### src/rtl/pll_reset_sequencer_pkg.sv
// Shared types and default timing for the PLL / domain reset sequencer.
package pll_seq_pkg;

    typedef enum logic [2:0] {
        PLL_RST   = 3'd0,
        WAIT_LOCK = 3'd1,
        STABLE    = 3'd2,
        RELEASE   = 3'd3,
        RUN       = 3'd4,
        SOFT      = 3'd5
    } state_t;

    localparam int RETRY_W = 4;

    // Defaults are refclk (50 MHz) cycle counts.
    localparam int DEF_NUM_DOMAINS    = 7;
    localparam int DEF_PLL_RST_CYCLES = 16;
    localparam int DEF_LOCK_TIMEOUT   = 50000;
    localparam int DEF_STABLE_CYCLES  = 1024;
    localparam int DEF_STAGE_GAP      = 8;
    localparam int DEF_SOFT_HOLD      = 64;
    localparam int DEF_CNT_W          = 17;

endpackage

### src/rtl/pll_reset_sequencer_if.sv
// Signal bundle between the sequencer, the clocks wrapper (lock in, PLL reset out) and the core.
interface pll_seq_if import pll_seq_pkg::*; #(
    parameter int NUM_DOMAINS = DEF_NUM_DOMAINS
);
    // No valid/ready handshake here: soft_reset_req and lock_lost_clr are single-cycle
    // refclk-domain strobes acted on at the next edge; ready is a level meaning "in RUN".
    logic                   pll_locked;
    logic                   soft_reset_req;
    logic                   lock_lost_clr;
    logic                   pll_rst;
    logic [NUM_DOMAINS-1:0] rst_out;
    logic                   ready;
    logic                   lock_lost;
    logic [RETRY_W-1:0]     retry_count;
    logic [2:0]             state_dbg;

    modport master (
        input  pll_locked, soft_reset_req, lock_lost_clr,
        output pll_rst, rst_out, ready, lock_lost, retry_count, state_dbg
    );

    modport slave (
        output pll_locked, soft_reset_req, lock_lost_clr,
        input  pll_rst, rst_out, ready, lock_lost, retry_count, state_dbg
    );

endinterface

### src/rtl/pll_reset_sequencer_sync2.sv
// Two-flop synchronizer with asynchronous clear, used for the PLL lock flag.
module sync2 (
    input  logic clk,
    input  logic rst,
    input  logic d,
    output logic q
);
    logic meta;

    always_ff @(posedge clk or posedge rst) begin
        if (rst) begin
            meta <= 1'b0;
            q    <= 1'b0;
        end else begin
            meta <= d;
            q    <= meta;
        end
    end

endmodule

### src/rtl/pll_reset_sequencer.sv
// PLL bring-up and staggered domain reset release, with lock-loss abort and soft reset.
module pll_reset_sequencer import pll_seq_pkg::*; #(
    parameter int NUM_DOMAINS    = DEF_NUM_DOMAINS,
    parameter int PLL_RST_CYCLES = DEF_PLL_RST_CYCLES,
    parameter int LOCK_TIMEOUT   = DEF_LOCK_TIMEOUT,
    parameter int STABLE_CYCLES  = DEF_STABLE_CYCLES,
    parameter int STAGE_GAP      = DEF_STAGE_GAP,
    parameter int SOFT_HOLD      = DEF_SOFT_HOLD,
    parameter int CNT_W          = DEF_CNT_W
) (
    input  logic       refclk,
    input  logic       rst,
    pll_seq_if.master  bus
);
    localparam int IDX_W = (NUM_DOMAINS > 1) ? $clog2(NUM_DOMAINS) : 1;

    localparam logic [CNT_W-1:0] RST_LAST     = CNT_W'(PLL_RST_CYCLES - 1);
    localparam logic [CNT_W-1:0] TIMEOUT_LAST = CNT_W'(LOCK_TIMEOUT - 1);
    // The WAIT_LOCK cycle that first sees lock counts as qualified cycle one,
    // so STABLE itself needs STABLE_CYCLES-1 more (STABLE_CYCLES must be >= 2).
    localparam logic [CNT_W-1:0] STABLE_LAST  = CNT_W'(STABLE_CYCLES - 2);
    localparam logic [CNT_W-1:0] GAP_LAST     = CNT_W'(STAGE_GAP - 1);
    localparam logic [CNT_W-1:0] SOFT_LAST    = CNT_W'(SOFT_HOLD - 1);
    localparam logic [IDX_W-1:0] IDX_LAST     = IDX_W'(NUM_DOMAINS - 1);
    localparam logic [RETRY_W-1:0] RETRY_MAX  = '1;

    state_t                 state;
    logic [CNT_W-1:0]       cnt;
    logic [IDX_W-1:0]       idx;
    logic [IDX_W-1:0]       idx_next;
    logic                   lock_s;
    logic                   lock_loss;
    logic                   pll_rst_q;
    logic [NUM_DOMAINS-1:0] rst_q;
    logic                   ready_q;
    logic                   lock_lost_q;
    logic [RETRY_W-1:0]     retry_q;

    sync2 u_lock_sync (
        .clk (refclk),
        .rst (rst),
        .d   (bus.pll_locked),
        .q   (lock_s)
    );

    // idx is the most recently released domain bit while in RELEASE.
    assign idx_next  = idx + 1'b1;
    assign lock_loss = !lock_s && (state == RELEASE || state == RUN || state == SOFT);

    always_ff @(posedge refclk or posedge rst) begin
        if (rst) begin
            state       <= PLL_RST;
            cnt         <= '0;
            idx         <= '0;
            pll_rst_q   <= 1'b1;
            rst_q       <= '1;
            ready_q     <= 1'b0;
            lock_lost_q <= 1'b0;
            retry_q     <= '0;
        end else if (lock_loss) begin
            // Lock loss outranks a same-cycle soft request and lock_lost_clr.
            state       <= PLL_RST;
            cnt         <= '0;
            pll_rst_q   <= 1'b1;
            rst_q       <= '1;
            ready_q     <= 1'b0;
            lock_lost_q <= 1'b1;
        end else begin
            if (bus.lock_lost_clr) lock_lost_q <= 1'b0;
            case (state)
                PLL_RST: begin
                    if (cnt == RST_LAST) begin
                        state     <= WAIT_LOCK;
                        cnt       <= '0;
                        pll_rst_q <= 1'b0;
                    end else begin
                        cnt <= cnt + 1'b1;
                    end
                end
                WAIT_LOCK: begin
                    if (lock_s) begin
                        state <= STABLE;
                        cnt   <= '0;
                    end else if (cnt == TIMEOUT_LAST) begin
                        state     <= PLL_RST;
                        cnt       <= '0;
                        pll_rst_q <= 1'b1;
                        if (retry_q != RETRY_MAX) retry_q <= retry_q + 1'b1;
                    end else begin
                        cnt <= cnt + 1'b1;
                    end
                end
                STABLE: begin
                    if (!lock_s) begin
                        state <= WAIT_LOCK;
                        cnt   <= '0;
                    end else if (cnt == STABLE_LAST) begin
                        state    <= RELEASE;
                        cnt      <= '0;
                        idx      <= '0;
                        rst_q[0] <= 1'b0;
                    end else begin
                        cnt <= cnt + 1'b1;
                    end
                end
                RELEASE: begin
                    if (cnt == GAP_LAST) begin
                        cnt <= '0;
                        if (idx == IDX_LAST) begin
                            state   <= RUN;
                            ready_q <= 1'b1;
                        end else begin
                            idx             <= idx_next;
                            rst_q[idx_next] <= 1'b0;
                        end
                    end else begin
                        cnt <= cnt + 1'b1;
                    end
                end
                RUN: begin
                    if (bus.soft_reset_req) begin
                        state   <= SOFT;
                        cnt     <= '0;
                        rst_q   <= '1;
                        ready_q <= 1'b0;
                    end
                end
                SOFT: begin
                    if (cnt == SOFT_LAST) begin
                        state    <= RELEASE;
                        cnt      <= '0;
                        idx      <= '0;
                        rst_q[0] <= 1'b0;
                    end else begin
                        cnt <= cnt + 1'b1;
                    end
                end
                default: begin
                    state     <= PLL_RST;
                    cnt       <= '0;
                    pll_rst_q <= 1'b1;
                    rst_q     <= '1;
                    ready_q   <= 1'b0;
                end
            endcase
        end
    end

    assign bus.pll_rst     = pll_rst_q;
    assign bus.rst_out     = rst_q;
    assign bus.ready       = ready_q;
    assign bus.lock_lost   = lock_lost_q;
    assign bus.retry_count = retry_q;
    assign bus.state_dbg   = state;

endmodule

### src/flat_wrapper.sv
// flat-port wrapper written by rule: the top's interface ports become plain ports
module pll_reset_sequencer_flat import pll_seq_pkg::*;
#(
    parameter int NUM_DOMAINS    = DEF_NUM_DOMAINS,
    parameter int PLL_RST_CYCLES = DEF_PLL_RST_CYCLES,
    parameter int LOCK_TIMEOUT   = DEF_LOCK_TIMEOUT,
    parameter int STABLE_CYCLES  = DEF_STABLE_CYCLES,
    parameter int STAGE_GAP      = DEF_STAGE_GAP,
    parameter int SOFT_HOLD      = DEF_SOFT_HOLD,
    parameter int CNT_W          = DEF_CNT_W
)
  (refclk, rst, bus_pll_locked, bus_soft_reset_req, bus_lock_lost_clr, bus_pll_rst, bus_rst_out, bus_ready, bus_lock_lost, bus_retry_count, bus_state_dbg);
  pll_seq_if #(.NUM_DOMAINS(NUM_DOMAINS)) bus_i ();
  input  logic refclk;
  input  logic rst;
  input wire logic [$bits(bus_i.pll_locked)-1:0] bus_pll_locked;
  input wire logic [$bits(bus_i.soft_reset_req)-1:0] bus_soft_reset_req;
  input wire logic [$bits(bus_i.lock_lost_clr)-1:0] bus_lock_lost_clr;
  output wire logic [$bits(bus_i.pll_rst)-1:0] bus_pll_rst;
  output wire logic [$bits(bus_i.rst_out)-1:0] bus_rst_out;
  output wire logic [$bits(bus_i.ready)-1:0] bus_ready;
  output wire logic [$bits(bus_i.lock_lost)-1:0] bus_lock_lost;
  output wire logic [$bits(bus_i.retry_count)-1:0] bus_retry_count;
  output wire logic [$bits(bus_i.state_dbg)-1:0] bus_state_dbg;
  assign bus_i.pll_locked = bus_pll_locked;
  assign bus_i.soft_reset_req = bus_soft_reset_req;
  assign bus_i.lock_lost_clr = bus_lock_lost_clr;
  assign bus_pll_rst = bus_i.pll_rst;
  assign bus_rst_out = bus_i.rst_out;
  assign bus_ready = bus_i.ready;
  assign bus_lock_lost = bus_i.lock_lost;
  assign bus_retry_count = bus_i.retry_count;
  assign bus_state_dbg = bus_i.state_dbg;
  pll_reset_sequencer #(.NUM_DOMAINS(NUM_DOMAINS), .PLL_RST_CYCLES(PLL_RST_CYCLES), .LOCK_TIMEOUT(LOCK_TIMEOUT), .STABLE_CYCLES(STABLE_CYCLES), .STAGE_GAP(STAGE_GAP), .SOFT_HOLD(SOFT_HOLD), .CNT_W(CNT_W)) u_core (.refclk(refclk), .rst(rst), .bus(bus_i));
endmodule
### config.mk
export PLATFORM = sky130hd
export DESIGN_NAME = pll_reset_sequencer_flat
export DESIGN_NICKNAME = d
export VERILOG_FILES = /design/src/rtl/pll_reset_sequencer_pkg.sv /design/src/rtl/pll_reset_sequencer_if.sv /design/src/rtl/pll_reset_sequencer_sync2.sv /design/src/rtl/pll_reset_sequencer.sv /design/src/flat_wrapper.sv
export SDC_FILE = /design/constraint.sdc
export NUM_CORES = 1
export LEC_CHECK = 0
export ABC_CLOCK_PERIOD_IN_PS = 2460
export BUFFER_PORTS_ARGS = -buffer_cell sky130_fd_sc_hd__buf_2
export CAP_MARGIN = 20
export CORE_AREA = 2 2 50 99
export DETAILED_ROUTE_END_ITERATION = 10
export DIE_AREA = 0 0 52 101
export GPL_ROUTABILITY_DRIVEN = 0
export PLACE_DENSITY = 0.83
export SYNTH_ARGS = -nofsm -noshare
export SYNTH_HDL_FRONTEND = slang
export SYNTH_SLANG_ARGS = --single-unit
### constraint.sdc
create_clock -name refclk -period 2.46 [get_ports refclk]
set_input_delay 0.123 -clock refclk [delete_from_list [all_inputs] [get_ports refclk]]
set_output_delay 0.123 -clock refclk [all_outputs]
set_load 0.02 [all_outputs]
* Word-level counts from Yosys, hierarchy flattened *
Index checks and enable logic that the tools add are counted.

storage, ports and cells
  bits in registers = 39
  input port bits = 5
  word-level logic and storage cells = 120

cells by class
  add/subtract/negate cells = 3
  order comparisons = 2
  equality and inequality tests = 32
  muxes and demuxes = 50
  bitwise logic cells = 4
  reductions and logical operators = 18

operators with widths
  kind                     number
  $mux W17                 9
  $pmux W17 S6             1
  $mux W3                  15
  $mux W7                  4
  $ne A3 B2 Y1 const B     7
  $reduce_and A7 Y1        3
  $pmux W3 S6              1
  $pmux W6 S3              1
  $add A17 B1 Y17 const B  1
  $eq A17 B10 Y1 const B   1
  $eq A17 B16 Y1 const B   1
  $eq A17 B3 Y1 const B    1
  $eq A17 B4 Y1 const B    1
  $eq A17 B6 Y1 const B    1
  $mux W1                  14
  $reduce_and A4 Y1        3
  $eq A3 B3 Y1 const B     3
  $ne A3 B1 Y1 const B     3
  $pmux W3 S3              1
  $ne A2 B1 Y1 const B     4
  $ne A2 B2 Y1 const B     4
  $ne A4 B2 Y1 const B     2
  $reduce_or A4 Y1         2
  $and A7 B7 Y7            1
  other kinds (20)         25

* Logic depth before layout (Yosys ltp) *
  depth after elaboration = 11
  mapped depth = 9
  mapped depth without buffers = 8

* By module *
A second synthesis with hierarchy kept.

second synthesis, totals
  cells, all modules = 243
  area total of the unflattened synthesis = 2284.7 um^2

modules (own cells, without submodules)
  module               instances  cells an instance  area an instance (um^2)  sequential area each (um^2)
  pll_reset_sequencer  1          240                2230.9                   935.9
  sync2                1          3                  53.8                     50.0

* Worst setup path after synthesis *
OpenSTA, ideal clock, no wires.

  path type = register -> register
  start point = register u_core.cnt[0]
  end point = register u_core.cnt[3]
  arrival = 2.349 ns
  required time = 2.336 ns
  path slack = -0.013 ns
  stages on the path, launching flop included = 9
  path buffers = 1
  cells stage by stage = dfrtp_1 ha_1 nand2b_1 or4b_4 a221o_1 o31ai_4 buf_6 nor2_1 a211o_1

between the ends
  cells in the longest elaborated chain, start to end = 5
  elaborated cells between the ends (all ways) = 15
  classes of those cells = 1 x add/sub; 5 x eq/ne; 9 x mux

RTL lines
  item                                           line                                                  source
  start: declaration                             pll_reset_sequencer.sv:28                             logic [CNT_W-1:0] cnt;
  start signal: assignment                       pll_reset_sequencer.sv:77                             cnt <= cnt + 1'b1;
  start signal: assignment                       pll_reset_sequencer.sv:90                             cnt <= cnt + 1'b1;
  start signal: assignment                       pll_reset_sequencer.sv:103                            cnt <= cnt + 1'b1;
  $add A17 B1 Y17, or another cell as far along  --
  $mux W17, on equally long branches             pll_reset_sequencer.sv:97, pll_reset_sequencer.sv:84
  $mux W17, on equally long branches             pll_reset_sequencer.sv:94, pll_reset_sequencer.sv:81
  $pmux W17 S6 (*)                               pll_reset_sequencer.sv:70                             case (state)
  $mux W17 (*)                                   pll_reset_sequencer.sv:60                             end else if (lock_loss) begin

Every way passes the cells marked *; elsewhere a longest branch is shown, timed or not.
A chain may end at the register's enable or synchronous reset.

* Final worst setup path *
  start point = register u_core.cnt[0]
  end point = register u_core.cnt[7]

The elaborated chain is that of the path after synthesis.

==> flow_summary.json <==
{
  "r2r_end": "u_core.cnt[7]",
  "overflow": 0,
  "cts_root_buf": "clkbuf_8",
  "final_util": 0.637,
  "synth_area_um2": 2330,
  "syn_inst": 261,
  "reg2reg_depth": 9,
  "rsz0062_at_grt": "yes",
  "min_to": "u_core.bus.lock_lost",
  "drc": 2,
  "cts_tree": "done",
  "pwr-share-seq": 0.354,
  "hold_path.startpoint": "bus_lock_lost_clr",
  "fill_cells": 346,
  "switchingPower_mw": 0.885,
  "layout.cells.non_filler": 363,
  "endpoint_kind": "flop",
  "core_um2": 4510,
  "outcome": "complete, but fails checks",
  "fin_area_um2": 2870,
  "avgSynthCellArea_um2": 8.92,
  "dieHeight_um": 101,
  "regToRegStartpoint": "u_core.cnt[0]",
  "synth.distinct_cells": 50,
  "final_cell_mix": "nand2_1 (36), dfrtp_1 (31), buf_4 (27)",
  "synth_flop_cell": "dfrtp_1",
  "cts_buffers": 5,
  "htreeDepth": 2,
  "rows": 35,
  "worst_pin_slew_ns": 0.715,
  "dp_cells": 348,
  "postPlaceCellArea_um2": 2640,
  "path_class": "reg -> reg",
  "clk_path_buf_depth": 2,
  "syn_nets": 271,
  "start_kind": "flop",
  "min_period_over_period": 1.02,
  "ant_nets": 0,
  "drv_cap": 0,
  "nets": 317,
  "wire_per_inst_um": 15.5,
  "violations": "design-rule violations, negative setup slack",
  "max_freq_mhz": 400,
  "dr_total_vias": 2180,
  "vias_per_cell": 6.01,
  "critPathLaunch": "u_core.cnt[0]",
  "min_path_type": "in -> reg",
  "power.leakage_nw": 1.33,
  "intPower_mw": 1.45,
  "period_minus_slack_ns": 2.50,
  "clock-sinks": 39,
  "grt_pass1_vias": 1942,
  "start_util": 0.516,
  "grt_max_degree": 29,
  "yosysSeqAreaShare": 0.423,
  "fin_tns_setup_ns": -0.187,
  "ir_drop_mv": 0.620,
  "drt_pre_antenna_iters": 7,
  "ys_ff_latch": 39,
  "final.setup.worst_slack_ns": -0.0426,
  "worstHoldPathCells": 2,
  "dpl.hpwl_um": 3840,
  "pwr-share-clk": 0.178,
  "async_reset_ff_frac": 1.00,
  "pin_count": 22,
  "setup_viol": 11,
  "drt_iter0_markers": 117,
  "syn_to_final_growth_pct": 23.3,
  "skew_ns": 0.00699,
  "yosysWarnings": 0,
  "p_comb_frac": 0.468,
  "grtUsageTotal": 0.211,
  "slew_violations": 0,
  "crit_required_ns": 2.63,
  "layout_commonest_cell": "nand2_1",
  "routed_wl_um": 5630,
  "critPathMaxFanout": 7,
  "io_buffers": 21,
  "clk_latency_ns": 0.29,
  "cts.reportedPaths.clkPinSlew_ns": 0.07,
  "drive_above_1_share": 0.276,
  "die_area_um2": 5250,
  "p_per_area_nw_per_um2": 815,
  "antenna_cells": 0,
  "antenna_found_initial": 0,
  "arrival_ns": 2.68,
  "synth_edf_count": 0,
  "netSwitchingFraction": 0.379,
  "grt_first_pass_wirelength_um": 8580,
  "die_x_um": 52,
  "relSlewSlack": 0.523,
  "finalHoldViolCount": 0,
  "reg2reg_slack_ns": -0.04
}
==> what timing repair did <==
item,in CTS,in global routing
hold buffers,2,0
gates resized for setup,2,10
hold endpoints to repair,19,0
endpoints found under the setup margin,3,12
gates cloned,0,2
pin swaps,0,1
setup buffers,0,3
==> sequential cells by signal, indices dropped and copies added, names as in the netlist <==
signal and count:
u_core.u_lock_sync.meta 1, u_core.bus.rst_out 7, u_core.cnt 17, u_core.bus.ready 1, u_core.bus.state_dbg 3, u_core.bus.pll_rst 1
u_core.bus.lock_lost 1, u_core.idx 3, u_core.u_lock_sync.q 1, u_core.bus.retry_count 4
==> cells in the mapped netlist (3+ instances only) <==
| library cell | n | share of area |
|---|---|---|
| mux2_2 | 4 | 0.019 |
| nor4_1 | 5 | 0.013 |
| dfstp_2 | 8 | 0.090 |
| nor2_1 | 19 | 0.031 |
| clkbuf_1 | 12 | 0.019 |
| nor2b_1 | 4 | 0.011 |
| inv_1 | 6 | 0.0097 |
| ha_1 | 5 | 0.027 |
| dfrtp_1 | 31 | 0.33 |
| nor3_1 | 12 | 0.026 |
| nand3b_1 | 5 | 0.016 |
| a31oi_1 | 5 | 0.013 |
| nand3_1 | 10 | 0.021 |
| xor2_1 | 3 | 0.011 |
| and3_1 | 3 | 0.0081 |
| o21ai_1 | 7 | 0.015 |
| mux2i_1 | 3 | 0.013 |
| a21oi_1 | 8 | 0.017 |
| xnor2_1 | 3 | 0.011 |
| a21o_1 | 11 | 0.035 |
| or3_1 | 4 | 0.011 |
| nand2_1 | 36 | 0.058 |
| nand4_1 | 6 | 0.016 |
| nor3b_1 | 4 | 0.013 |
| o21ai_0 | 16 | 0.034 |
==> cell type report <==
type                       instances  area (um^2)  share of cell area
timing repair buffer              54          395               0.138
sequential                        39          986               0.343
clock inverter                     1         7.51             0.00261
inverter                           6         22.5             0.00784
tap                               55         68.8              0.0240
multi-input combinational        201         1320               0.458
clock buffer                       7         76.3              0.0266
==> power groups by stage <==
stage	clock network [mW]	logic [mW]	registers, mW
after global routing	0.447	1.18	0.841
final	0.416	1.09	0.829
after CTS	0.422	0.904	0.827
after floorplan	0	0.607	0.861
after detailed placement	0	0.886	0.839
after global placement	0	0.857	0.835
==> metrics by stage <==
step,power (mW),hold WS [ns],setup WS (ns)
after floorplan,1.47,0.154,-0.00616
after global placement,1.69,0.238,0.0508
after detailed placement,1.73,0.233,-0.00134
after CTS,2.15,0.00990,-0.0226
after global routing,2.47,0.00798,-0.101
final,2.34,0.0174,-0.0426
==> logic make-up (layout without fill, tap and decap cells) <==
logic type / count (synthesis) / in the layout / synth area share
flops: 39 / 39 / 0.423
compound gates: 63 / 63 / 0.181
mux: 7 / 7 / 0.0322
simple gates: 120 / 120 / 0.272
buf+inv: 21 / 68 / 0.0419
xor+xnor: 6 / 6 / 0.0226
fa+ha+maj: 5 / 5 / 0.0269
==> critical path, cell delays in order, from the launching register on <==
cell	delay [ns]
dfrtp_1	0.38
ha_2	0.20
nand2b_1	0.07
or4b_4	0.54
a221o_1	0.41
o31ai_4	0.26
buf_6	0.16
clkbuf_16	0.14
nor3_1	0.05
a21o_1	0.17
==> worst max path at each step <==
stage	slack, ns	to	depth (start not counted)
after CTS	-0.02	u_core.cnt[16]	8
after detailed placement	-0.001	u_core.cnt[11]	8
final	-0.04	u_core.cnt[7]	9
after global routing	-0.10	u_core.cnt[7]	8
after global placement	0.05	u_core.cnt[16]	8
after floorplan	-0.006	u_core.cnt[3]	8
==> per-layer routing <==
layer,wire length (um),global-route usage,vias to the layer above
met5,0,0,-
met4,51,0.0850,0
met3,337,0.0371,4
met2,2880,0.340,90
met1,2370,0.276,1047
li1,-,-,1039
No activity file was read; power rests on OpenSTA's default activity.
